## config.mk

```make
export PLATFORM = sky130hd
export DESIGN_NAME = note_adsr
export DESIGN_NICKNAME = d
export VERILOG_FILES = /design/src/rtl/note_pkg.sv /design/src/rtl/note_env_scale.sv /design/src/rtl/note_adsr.sv
export SDC_FILE = /design/constraint.sdc
export NUM_CORES = 1
export LEC_CHECK = 0
export BUFFER_PORTS_ARGS = -buffer_cell sky130_fd_sc_hd__buf_2
export CAP_MARGIN = 20
export CORE_MARGIN = 2
export CORE_UTILIZATION = 65
export CTS_BUF_LIST = sky130_fd_sc_hd__clkbuf_16
export CTS_CLUSTER_SIZE = 10
export DETAILED_ROUTE_END_ITERATION = 8
export PLACE_DENSITY = 0.85
export SETUP_SLACK_MARGIN = 0.4
export SKIP_LAST_GASP = 1
export SYNTH_ARGS = -nofsm -noshare
export SYNTH_HDL_FRONTEND = slang
export SYNTH_SLANG_ARGS = --single-unit
```

## constraint.sdc

```tcl
create_clock -name clk_theta -period 14 [get_ports clk_theta]
set_clock_uncertainty 0.15 [all_clocks]
set_input_delay 2.1 -clock clk_theta [delete_from_list [all_inputs] [get_ports clk_theta]]
set_output_delay 2.1 -clock clk_theta [all_outputs]
set_load 0.02 [all_outputs]
```

## src/rtl/note_pkg.sv

```systemverilog
// note_pkg: shared envelope state encoding and constants for the note voice
package note_pkg;
    typedef enum logic [2:0] {
        IDLE    = 3'd0,
        ATTACK  = 3'd1,
        DECAY   = 3'd2,
        SUSTAIN = 3'd3,
        RELEASE = 3'd4
    } env_state_t;
    localparam int         MUL_SHIFT = 10;
    localparam logic [7:0] NOTE_OFF  = 8'd0;
endpackage

```

## src/rtl/note_env_scale.sv

```systemverilog
// note_env_scale: registered symmetric sign-magnitude scaling of a signed sample by an envelope
module note_env_scale #(
    parameter int AM_WIDTH  = 8,
    parameter int ENV_WIDTH = 16
)(
    input  logic                        clk_theta,
    input  logic                        rst,
    input  logic                        en,
    input  logic signed [AM_WIDTH-1:0]  sample,
    input  logic        [ENV_WIDTH-1:0] env,
    output logic signed [AM_WIDTH-1:0]  am
);
    localparam logic [AM_WIDTH-1:0] MAX = {1'b0, {(AM_WIDTH-1){1'b1}}};
    localparam logic [AM_WIDTH-1:0] MIN = {1'b1, {(AM_WIDTH-1){1'b0}}};
    logic                          neg;
    logic [AM_WIDTH-1:0]           mag, p;
    logic [AM_WIDTH+ENV_WIDTH-1:0] prod;
    assign neg  = sample[AM_WIDTH-1];
    assign mag  = neg ? ((AM_WIDTH'(sample) == MIN) ? MAX : AM_WIDTH'(-sample)) : AM_WIDTH'(sample);
    assign prod = (AM_WIDTH+ENV_WIDTH)'(mag) * (AM_WIDTH+ENV_WIDTH)'(env);
    assign p    = AM_WIDTH'(prod >> ENV_WIDTH);
    // register the re-signed magnitude; silence when the voice is idle
    always_ff @(posedge clk_theta or posedge rst) begin
        if (rst) am <= '0;
        else     am <= !en ? '0 : (neg ? -p : p);
    end
endmodule

```

## src/rtl/note_adsr.sv

```systemverilog
// note_adsr: per-voice theta generator with ADSR envelope (optional NOTE_ADSR_VELOCITY_EN adds velocity-scaled peak)
module note_adsr
    import note_pkg::*;
#(
    parameter int THETA_WIDTH   = 8,
    parameter int AM_WIDTH      = 8,
    parameter int ENV_WIDTH     = 16,
    parameter int ATTACK_STEP   = 4096,
    parameter int DECAY_MUL     = 1020,
    parameter int SUSTAIN_LEVEL = 32768,
    parameter int RELEASE_MUL   = 960,
    parameter int RELEASE_FLOOR = 64
)(
    input  logic                          clk_theta,
    input  logic                          rst,
    input  logic        [7:0]             noteid,
`ifdef NOTE_ADSR_VELOCITY_EN
    input  logic        [6:0]             velocity,
`endif
    input  logic signed [AM_WIDTH-1:0]    sample_in,
    output logic        [THETA_WIDTH-1:0] theta,
    output logic signed [AM_WIDTH-1:0]    am,
    output logic        [2:0]             env_state,
    output logic                          busy
);
    localparam logic [ENV_WIDTH-1:0] FULL = '1;
    env_state_t               state_q, state_d;
    logic [THETA_WIDTH-1:0]   theta_d;
    logic [ENV_WIDTH-1:0]     env_q, env_d, peak, dec_n, rel_n;
    logic [ENV_WIDTH:0]       att_sum;
    logic [ENV_WIDTH+10:0]    dec_p, rel_p;
    logic [7:0]               last_q;
    logic                     wrap, note_on, retrig, note_off;
    assign wrap     = theta == '1;
    assign note_on  = last_q == NOTE_OFF && noteid != NOTE_OFF;
    assign retrig   = last_q != NOTE_OFF && noteid != NOTE_OFF && noteid != last_q;
    assign note_off = last_q != NOTE_OFF && noteid == NOTE_OFF;
    assign att_sum  = {1'b0, env_q} + (ENV_WIDTH+1)'(ATTACK_STEP);
    assign dec_p    = (ENV_WIDTH+11)'(env_q) * (ENV_WIDTH+11)'(DECAY_MUL);
    assign rel_p    = (ENV_WIDTH+11)'(env_q) * (ENV_WIDTH+11)'(RELEASE_MUL);
    assign dec_n    = ENV_WIDTH'(dec_p >> MUL_SHIFT);
    assign rel_n    = ENV_WIDTH'(rel_p >> MUL_SHIFT);
    assign env_state = state_q;
    assign busy      = state_q != IDLE;
`ifdef NOTE_ADSR_VELOCITY_EN
    logic [ENV_WIDTH-1:0] peak_q;
    logic [6:0]           vel_eff;
    assign vel_eff = (velocity == 7'd0) ? 7'd1 : velocity;
    assign peak    = peak_q;
    // capture the attack target at each note start
    always_ff @(posedge clk_theta or posedge rst) begin
        if (rst)                    peak_q <= FULL;
        else if (note_on || retrig) peak_q <= {vel_eff, {(ENV_WIDTH-7){1'b1}}};
    end
`else
    assign peak = FULL;
`endif
    // next theta/envelope: note events take priority over the per-period envelope step
    always_comb begin
        state_d = state_q;
        env_d   = env_q;
        theta_d = (note_on && state_q == IDLE) ? '0 : theta + 1'b1;
        if (note_on || retrig) begin
            state_d = ATTACK;
        end else if (note_off) begin
            state_d = (state_q == IDLE) ? IDLE : RELEASE;
        end else if (wrap) begin
            case (state_q)
                ATTACK: begin
                    state_d = (att_sum >= {1'b0, peak}) ? DECAY : ATTACK;
                    env_d   = (att_sum >= {1'b0, peak}) ? peak : att_sum[ENV_WIDTH-1:0];
                end
                DECAY: begin
                    state_d = (dec_n <= ENV_WIDTH'(SUSTAIN_LEVEL)) ? SUSTAIN : DECAY;
                    env_d   = (dec_n <= ENV_WIDTH'(SUSTAIN_LEVEL)) ? ENV_WIDTH'(SUSTAIN_LEVEL) : dec_n;
                end
                RELEASE: begin
                    state_d = (rel_n < ENV_WIDTH'(RELEASE_FLOOR)) ? IDLE : RELEASE;
                    env_d   = (rel_n < ENV_WIDTH'(RELEASE_FLOOR)) ? '0 : rel_n;
                end
                default: ;
            endcase
        end
    end
    // voice state registers
    always_ff @(posedge clk_theta or posedge rst) begin
        if (rst) begin
            theta   <= '0;
            env_q   <= '0;
            state_q <= IDLE;
            last_q  <= NOTE_OFF;
        end else begin
            theta   <= theta_d;
            env_q   <= env_d;
            state_q <= state_d;
            last_q  <= noteid;
        end
    end
    note_env_scale #(
        .AM_WIDTH  (AM_WIDTH),
        .ENV_WIDTH (ENV_WIDTH)
    ) u_scale (
        .clk_theta (clk_theta),
        .rst       (rst),
        .en        (state_d != IDLE),
        .sample    (sample_in),
        .env       (env_d),
        .am        (am)
    );
endmodule

```

==> reports/results.ini, run 1 <==
[sta]
clock.fmax_ghz = 0.08100
worst_slack_ns = 1.655
relSlewSlack_pct = 31.61
fin_crit_sh_pct = 88.18
setup_viol = 0
slew_viol_final = 0
layout_min_cycle_time_ns = 12.35
tns_ns = 0
worst_pin_slew_ns = 1.024
rsz0062_at_grt = no
finalHoldViolations = 0

[global_route]
track_usage_pct = 31.14
antenna_found_initial = 0
grt_pass1_vias = 9343
grt_max_degree = 44
grt_pass1_wl_um = 44640
overflow = 0

[die]
die_h_um = 133.5
core_mm2 = 0.01647
rows = 47
start_util_pct = 66.16
fp.dieW_um = 133.5
ios = 38
dieArea_mm2 = 0.01781

[detailed_routing]
drt_iter0_markers = 702
postRouteAntennaNets = 0
drc = 0
post_drt_via_cell_ratio = 5.977
wl_met1_um = 10630
first_pass_iters = 6
maxUsedRoutingLayer = met4
wl_per_cell_um = 17.56
dr_total_vias = 9061
route.met3.wl_um = 1725
wl_met2_um = 13460
routed_wl_um = 26620

[cts]
cts_tree = yes
clk_pin_slew_ns = 0.06
clock-sinks = 43
root_buffer = clkbuf_16
post_cts_resized = 0
cts.htree.levels = 2
postCtsHoldBufs = 0
post-cts-setup-buffers = 0
insertion_delay_ns = 0.29
numCtsBuffers = 5
cts_buffer_depth = 2

[synth]
avgSynthCellArea_um2 = 8.523
synth_top_family_by_area = adder cells
synth-adder-area-share_pct = 43.37
ys_async_sr_fraction_pct = 100.0
synth_compound_area_share_pct = 13.94
synth_edf_count = 0
synth_area_mm2 = 0.01089
ys_types = 83
synth_flop_cell = dfrtp_1
synth_cells = 1278
ys_seq_elements = 43
yosysSeqAreaShare_pct = 9.878
synth_xor_area_share_pct = 4.732
syn-num-nets = 1574
yosysWarnings = 0
synth-simple-area-share_pct = 16.64
synthMuxAreaShare_pct = 0.8959

[worst_setup_path]
critPathKind = register to register
crit_buf_inv = 6
required_ns = 14.03
crit_fanout = 7
cpMaxStageDelayCell = fa_1
end_kind = register
crit_top_cell = fa_1
cp_top_family = adder cells
slowest_delay_ns = 0.64
critical_path_arrival_ns = 12.37
startpoint_type = register

[cells_and_area]
num_antenna_cells = 0
area_delta_synth_final_pct = 4.836
nets = 1592
num-fill-cells = 1273
mostFrequentLayoutCells = 269 x inv_1, 166 x fa_1, 146 x nor2_1
drive_gt1_share_pct = 6.790
layout_commonest_cell = inv_1
utilization_pct = 69.35
fin_cells = 1516

[run]
maxCapViolCount = 0

[power_and_ir_drop]
powerDensity_mw_per_mm2 = 32.33
ir_worst_vdd_mv = 0.06581
leakage_nw = 6.230

[placed_design]
routabilityCongestion = 0.9162
dp.cells = 1509
hpwl_um = 22450
port_buffers = 37
pre_cts_ws_ns = 1.821

[hold_path]
min_path_type = register to register

[run_status]
status = finished clean

-- logic make-up (layout without fill, tap and decap cells) --
group	count (synthesis)	in the layout
multiplexers	8	8
XOR/XNOR	58	58
flip-flops	43	43
AND/OR/NAND/NOR	373	373
adder cells (fa/ha/maj)	278	278
buffers and inverters	303	321
AO/OA/AOI/OAI	215	215
-- sequential cells by signal, indices dropped and copies added, names as in the netlist --
name / cells
env_state: 3
theta: 8
u_scale.am: 8
env_q: 16
last_q: 8
-- path summary, 6_finish.rpt --
path                                          from                      end  slack (ns)  cells past startpoint
worst min-delay path            theta[0]$_DFF_PP0_       theta[0]$_DFF_PP0_        0.35                      1
worst max-delay path            env_q[4]$_DFF_PP0_  u_scale.am[7]$_DFF_PP0_        1.65                     40
min in group asynchronous                      rst  u_scale.am[0]$_DFF_PP0_        1.79                      3
max in group asynchronous                      rst      env_q[10]$_DFF_PP0_       11.54                      3
worst max register to register  env_q[4]$_DFF_PP0_  u_scale.am[7]$_DFF_PP0_        1.65                     40
worst min register to register  theta[0]$_DFF_PP0_       theta[0]$_DFF_PP0_        0.35                      1
-- metrics by stage --
stage | cell area, µm² | hold slack (ns) | power, mW
after floorplan | 10890 | 0.4525 | 0.2116
after global placement | 11260 | 0.3418 | 0.2385
after detailed placement | 11260 | 0.3455 | 0.2405
after CTS | 11420 | 0.3540 | 0.3701
after global routing | 11420 | 0.3858 | 0.3846
final | 11420 | 0.3489 | 0.3692
-- metal layers --
layer	vias up	global-route usage [%]
met2	356	54.93
met1	4469	39.66
li1	4163	-
met5	-	0
met3	73	4.642
met4	0	9.811
-- synth_stat cells, types with 6 or more instances --
cell type	count	area share (%)
inv_1	269	9.3
fa_1	166	31
nor2_1	146	5.0
ha_1	112	13
nand2_1	82	2.8
a21oi_1	60	2.8
dfrtp_1	43	9.9
xnor2_1	35	2.8
o21ai_0	28	1.3
xor2_1	22	1.8
a21o_1	21	1.4
clkbuf_1	20	0.69
nand3_1	20	0.92
nand4_1	15	0.86
nor3_1	14	0.64
o21ai_1	12	0.55
or2_2	12	0.69
and2_1	10	0.57
or3_1	10	0.57
a31oi_1	9	0.52
nor4_1	9	0.52
buf_2	8	0.37
o211ai_1	8	0.55
and3_1	7	0.40
o21a_1	7	0.48
and4_1	6	0.48
mux2i_1	6	0.55
nor2b_1	6	0.34
-- report_power, final --
part / switching (mW) / internal [mW]
combinational: 0.0594 / 0.0324
sequential: 0.0114 / 0.136
clock: 0.0465 / 0.0830
-- cell type report --
| type | count | area, µm² | share of cell area (%) |
|---|---|---|---|
| multi-input combinational | 932 | 8670 | 75.92 |
| inverter | 274 | 1028 | 9.006 |
| clock inverter | 2 | 37.54 | 0.3287 |
| clock buffer | 5 | 125.1 | 1.096 |
| sequential | 43 | 1076 | 9.423 |
| tap | 220 | 275.3 | 2.410 |
| timing repair buffer | 40 | 207.7 | 1.819 |
Power figures use the tool's default switching activity.
==> run 2: changes to the inputs <==
--- a/config.mk
+++ b/config.mk
@@ -17,4 +17,5 @@
 export SKIP_LAST_GASP = 1
 export SYNTH_ARGS = -nofsm -noshare
 export SYNTH_HDL_FRONTEND = slang
+export SYNTH_HIERARCHICAL = 1
 export SYNTH_SLANG_ARGS = --single-unit
==> reports/results.ini, run 2 <==
[die]
start_util_pct = 65.70  ; -0.46 points
fp.dieW_um = 135.3  ; +1.4%
core_mm2 = 0.01706  ; +3.6%
die_h_um = 135.3  ; +1.4%
ios = 38  ; unchanged
rows = 48  ; +2.1%
dieArea_mm2 = 0.01831  ; +2.8%

[hold_path]
worstHoldEndpoint = theta[0]$_DFF_PP0_
worstHoldPathCells = 1  ; unchanged
min_path_type = register to register
min-delay-start = theta[0]$_DFF_PP0_

[synth]
yosysWarnings = 6  ; +6
avgSynthCellArea_um2 = 8.600  ; +0.90%
ys_async_sr_fraction_pct = 100.0  ; unchanged
yosysTopAreaCellShare_pct = 29.66  ; -0.85 points
synth_cells = 1303  ; +2.0%
synth.top_cells.by_count = 239 x inv_1, 166 x fa_1, 112 x ha_1, 110 x nand2_1, 92 x and2_1
synth_area_mm2 = 0.01121  ; +2.9%
synthTopCellsByArea = fa_1 30%, ha_1 13%, dfrtp_1 9.6%
yosysTopAreaCell = fa_1
synth_edf_count = 0  ; unchanged
syn-num-nets = 1599  ; +1.6%
yosysSeqAreaShare_pct = 9.603  ; -0.28 points
synth_flop_cell = dfrtp_1
ys_types = 85  ; +2.4%
ys_seq_elements = 43  ; unchanged
synth.most_common_cell = inv_1

[worst_setup_path]
end_kind = register
critical_path_arrival_ns = 11.91  ; -0.46 ns
crit_cells = 34  ; -15%
r2r_start = env_q[12]$_DFF_PP0_
r2r_slack_ns = 2.12  ; +0.46 ns
reg2reg_to = u_scale/am[7]$_DFF_PP0_
required_ns = 14.03  ; about the same
crit_buf_inv = 7  ; +1
crit_fanout = 11  ; +4
critPathKind = register to register
startpoint_type = register
cp_top_family = adder cells
cpMaxStageDelayCell = a2111oi_0
slowest_delay_ns = 0.70  ; +0.06 ns
rr_worst_depth = 34  ; -15%
crit_top_cell = fa_1

[cells_and_area]
area_delta_synth_final_pct = 4.913  ; about the same
nets = 1617  ; +1.6%
largest_reg_flops = 16  ; unchanged
layout_commonest_cell = inv_1
drive_gt1_share_pct = 6.732  ; -0.058 points
num-fill-cells = 1369  ; +7.5%
mostFrequentLayoutCells = 239 x inv_1, 166 x fa_1, 112 x ha_1
num_antenna_cells = 0  ; unchanged
top_register = env_q

[placed_design]
routabilityCongestion = 0.9908  ; +8.1%
pre_cts_ws_ns = 2.318  ; +0.4970 ns
port_buffers = 37  ; unchanged
hpwl_um = 22980  ; +2.4%

[global_route]
grt_max_degree = 36  ; -18%
grt_pass1_vias = 9629  ; +3.1%
track_usage_pct = 31.87  ; +0.72 points
overflow = 0  ; unchanged
antenna_found_initial = 0  ; unchanged
grt_pass1_wl_um = 46460  ; +4.1%

[sta]
layout_min_cycle_time_ns = 11.88  ; -0.4622 ns
worst_slack_ns = 2.117  ; +0.4622 ns
finalHoldViolations = 0  ; unchanged
clock.fmax_ghz = 0.08415  ; +3.9%
relSlewSlack_pct = 27.05  ; -4.6 points
worst_pin_slew_ns = 1.083  ; +0.05928 ns
rsz0062_at_grt = no
slew_viol_final = 0  ; unchanged
setup_viol = 0  ; unchanged
fin_crit_sh_pct = 84.88  ; -3.3 points
tns_ns = 0  ; unchanged

[power_and_ir_drop]
swShare_pct = 38.48  ; +6.7 points
power.share.clock_pct = 30.9  ; -4.2 points
powerDensity_mw_per_mm2 = 39.15  ; +21%
finalPower_uw = 460.3  ; +25%
leakage_nw = 5.864  ; -5.9%
ir_worst_vdd_mv = 0.06952  ; +5.6%
p_int_uw = 283.1  ; +12%
comb_power_share_pct = 36.8  ; +12 points
seqPwrFrac_pct = 32.3  ; -7.7 points
p_switching_uw = 177.1  ; +51%

[cts]
cts.htree.levels = 2  ; unchanged
clock-sinks = 43  ; unchanged
postCtsHoldBufs = 0  ; unchanged
cts_tree = yes
post-cts-setup-buffers = 0  ; unchanged
insertion_delay_ns = 0.31  ; +0.02 ns
root_buffer = clkbuf_16
cts_buffer_depth = 2  ; unchanged
post_cts_resized = 0  ; unchanged
numCtsBuffers = 5  ; unchanged
clk_pin_slew_ns = 0.08  ; +0.02 ns

[detailed_routing]
wl_per_cell_um = 18.08  ; +3.0%
first_pass_iters = 5  ; -1
post_drt_via_cell_ratio = 6.171  ; +3.2%
dr_total_vias = 9546  ; +5.4%
postRouteAntennaNets = 0  ; unchanged
routed_wl_um = 27970  ; +5.1%
drc = 0  ; unchanged
drt_iter0_markers = 718  ; +2.3%

[run_status]
status = finished clean

[run]
maxCapViolCount = 0  ; unchanged

==> run 2: changes by cell type in the layout (fill, tap and decap cells not counted), sizes merged, moves of 9 or more <==
cell,change
a21o,-10
a21oi,+9
inv,-35
nor2,-77
and2,+83
or2,-12
nand2,+29
a211oi,+9
==> run 2: worst reg2reg max path, delay by kind of cell (launching register included) <==
| family | cells | cell delay [ns] |
|---|---|---|
| adder cells (fa/ha/maj) | 10 | 5.23 |
| AO/OA/AOI/OAI | 11 | 3.68 |
| AND/OR/NAND/NOR | 4 | 0.95 |
| buffers and inverters | 7 | 0.64 |
| flip-flops | 1 | 0.49 |
| XOR/XNOR | 1 | 0.34 |
| multiplexers | 1 | 0.32 |
==> run 2: area by class of cell <==
cell class / instances / area, µm² / area share (%)
Multi-Input combinational cell: 985 / 9079 / 77.22
Sequential cell: 43 / 1076 / 9.153
Inverter: 240 / 900.9 / 7.663
Tap cell: 225 / 281.5 / 2.395
Timing Repair Buffer: 46 / 250.2 / 2.129
Clock buffer: 5 / 125.1 / 1.064
Clock inverter: 3 / 43.79 / 0.3725
==> run 2: worst max-delay path by stage <==
stage	start	end	slack, ns
after floorplan	env_q[4]$_DFF_PP0_	u_scale/am[7]$_DFF_PP0_	3.60
after global placement	env_q[12]$_DFF_PP0_	u_scale/am[7]$_DFF_PP0_	2.65
after global routing	env_q[12]$_DFF_PP0_	u_scale/am[7]$_DFF_PP0_	1.54
after CTS	env_q[12]$_DFF_PP0_	u_scale/am[7]$_DFF_PP0_	2.28
final	env_q[12]$_DFF_PP0_	u_scale/am[7]$_DFF_PP0_	2.12
after detailed placement	env_q[12]$_DFF_PP0_	u_scale/am[7]$_DFF_PP0_	2.32
==> run 2: logic make-up after synthesis <==
family          share of synthesized area [%]
buf+inv                                 9.379
xor+xnor                                3.830
mux                                    0.4690
fa+ha+maj                               42.16
simple gates                            19.08
flops                                   9.602
compound gates                          15.48
==> run 2: power groups by stage <==
stage | logic (mW) | clock network, mW | registers [mW]
floorplan | 0.104 | 0 | 0.165
global placement | 0.161 | 0 | 0.151
detailed placement | 0.166 | 0 | 0.151
CTS | 0.168 | 0.142 | 0.149
global route | 0.186 | 0.148 | 0.151
finish | 0.169 | 0.142 | 0.149
==> run 2: through the flow <==
stage	hold WS (ns)	cells	cell area [µm²]	util, %
after detailed placement	0.3642	1539	11590	67.94
after global placement	0.3717	1538	11580	67.91
after CTS	0.3729	1547	11760	68.93
after floorplan	0.4474	1303	11210	-
after global routing	0.3982	1547	11760	68.93
final	0.3754	1547	11760	68.93
==> run 2: routing by layer <==
layer / GRT usage, % / wire length [µm] / vias up
met3: 5.163 / 2199 / 75
met5: 0 / 0 / -
met2: 52.03 / 13140 / 467
met4: 10.71 / 953 / 0
li1: - / - / 4336
met1: 43.62 / 11670 / 4668
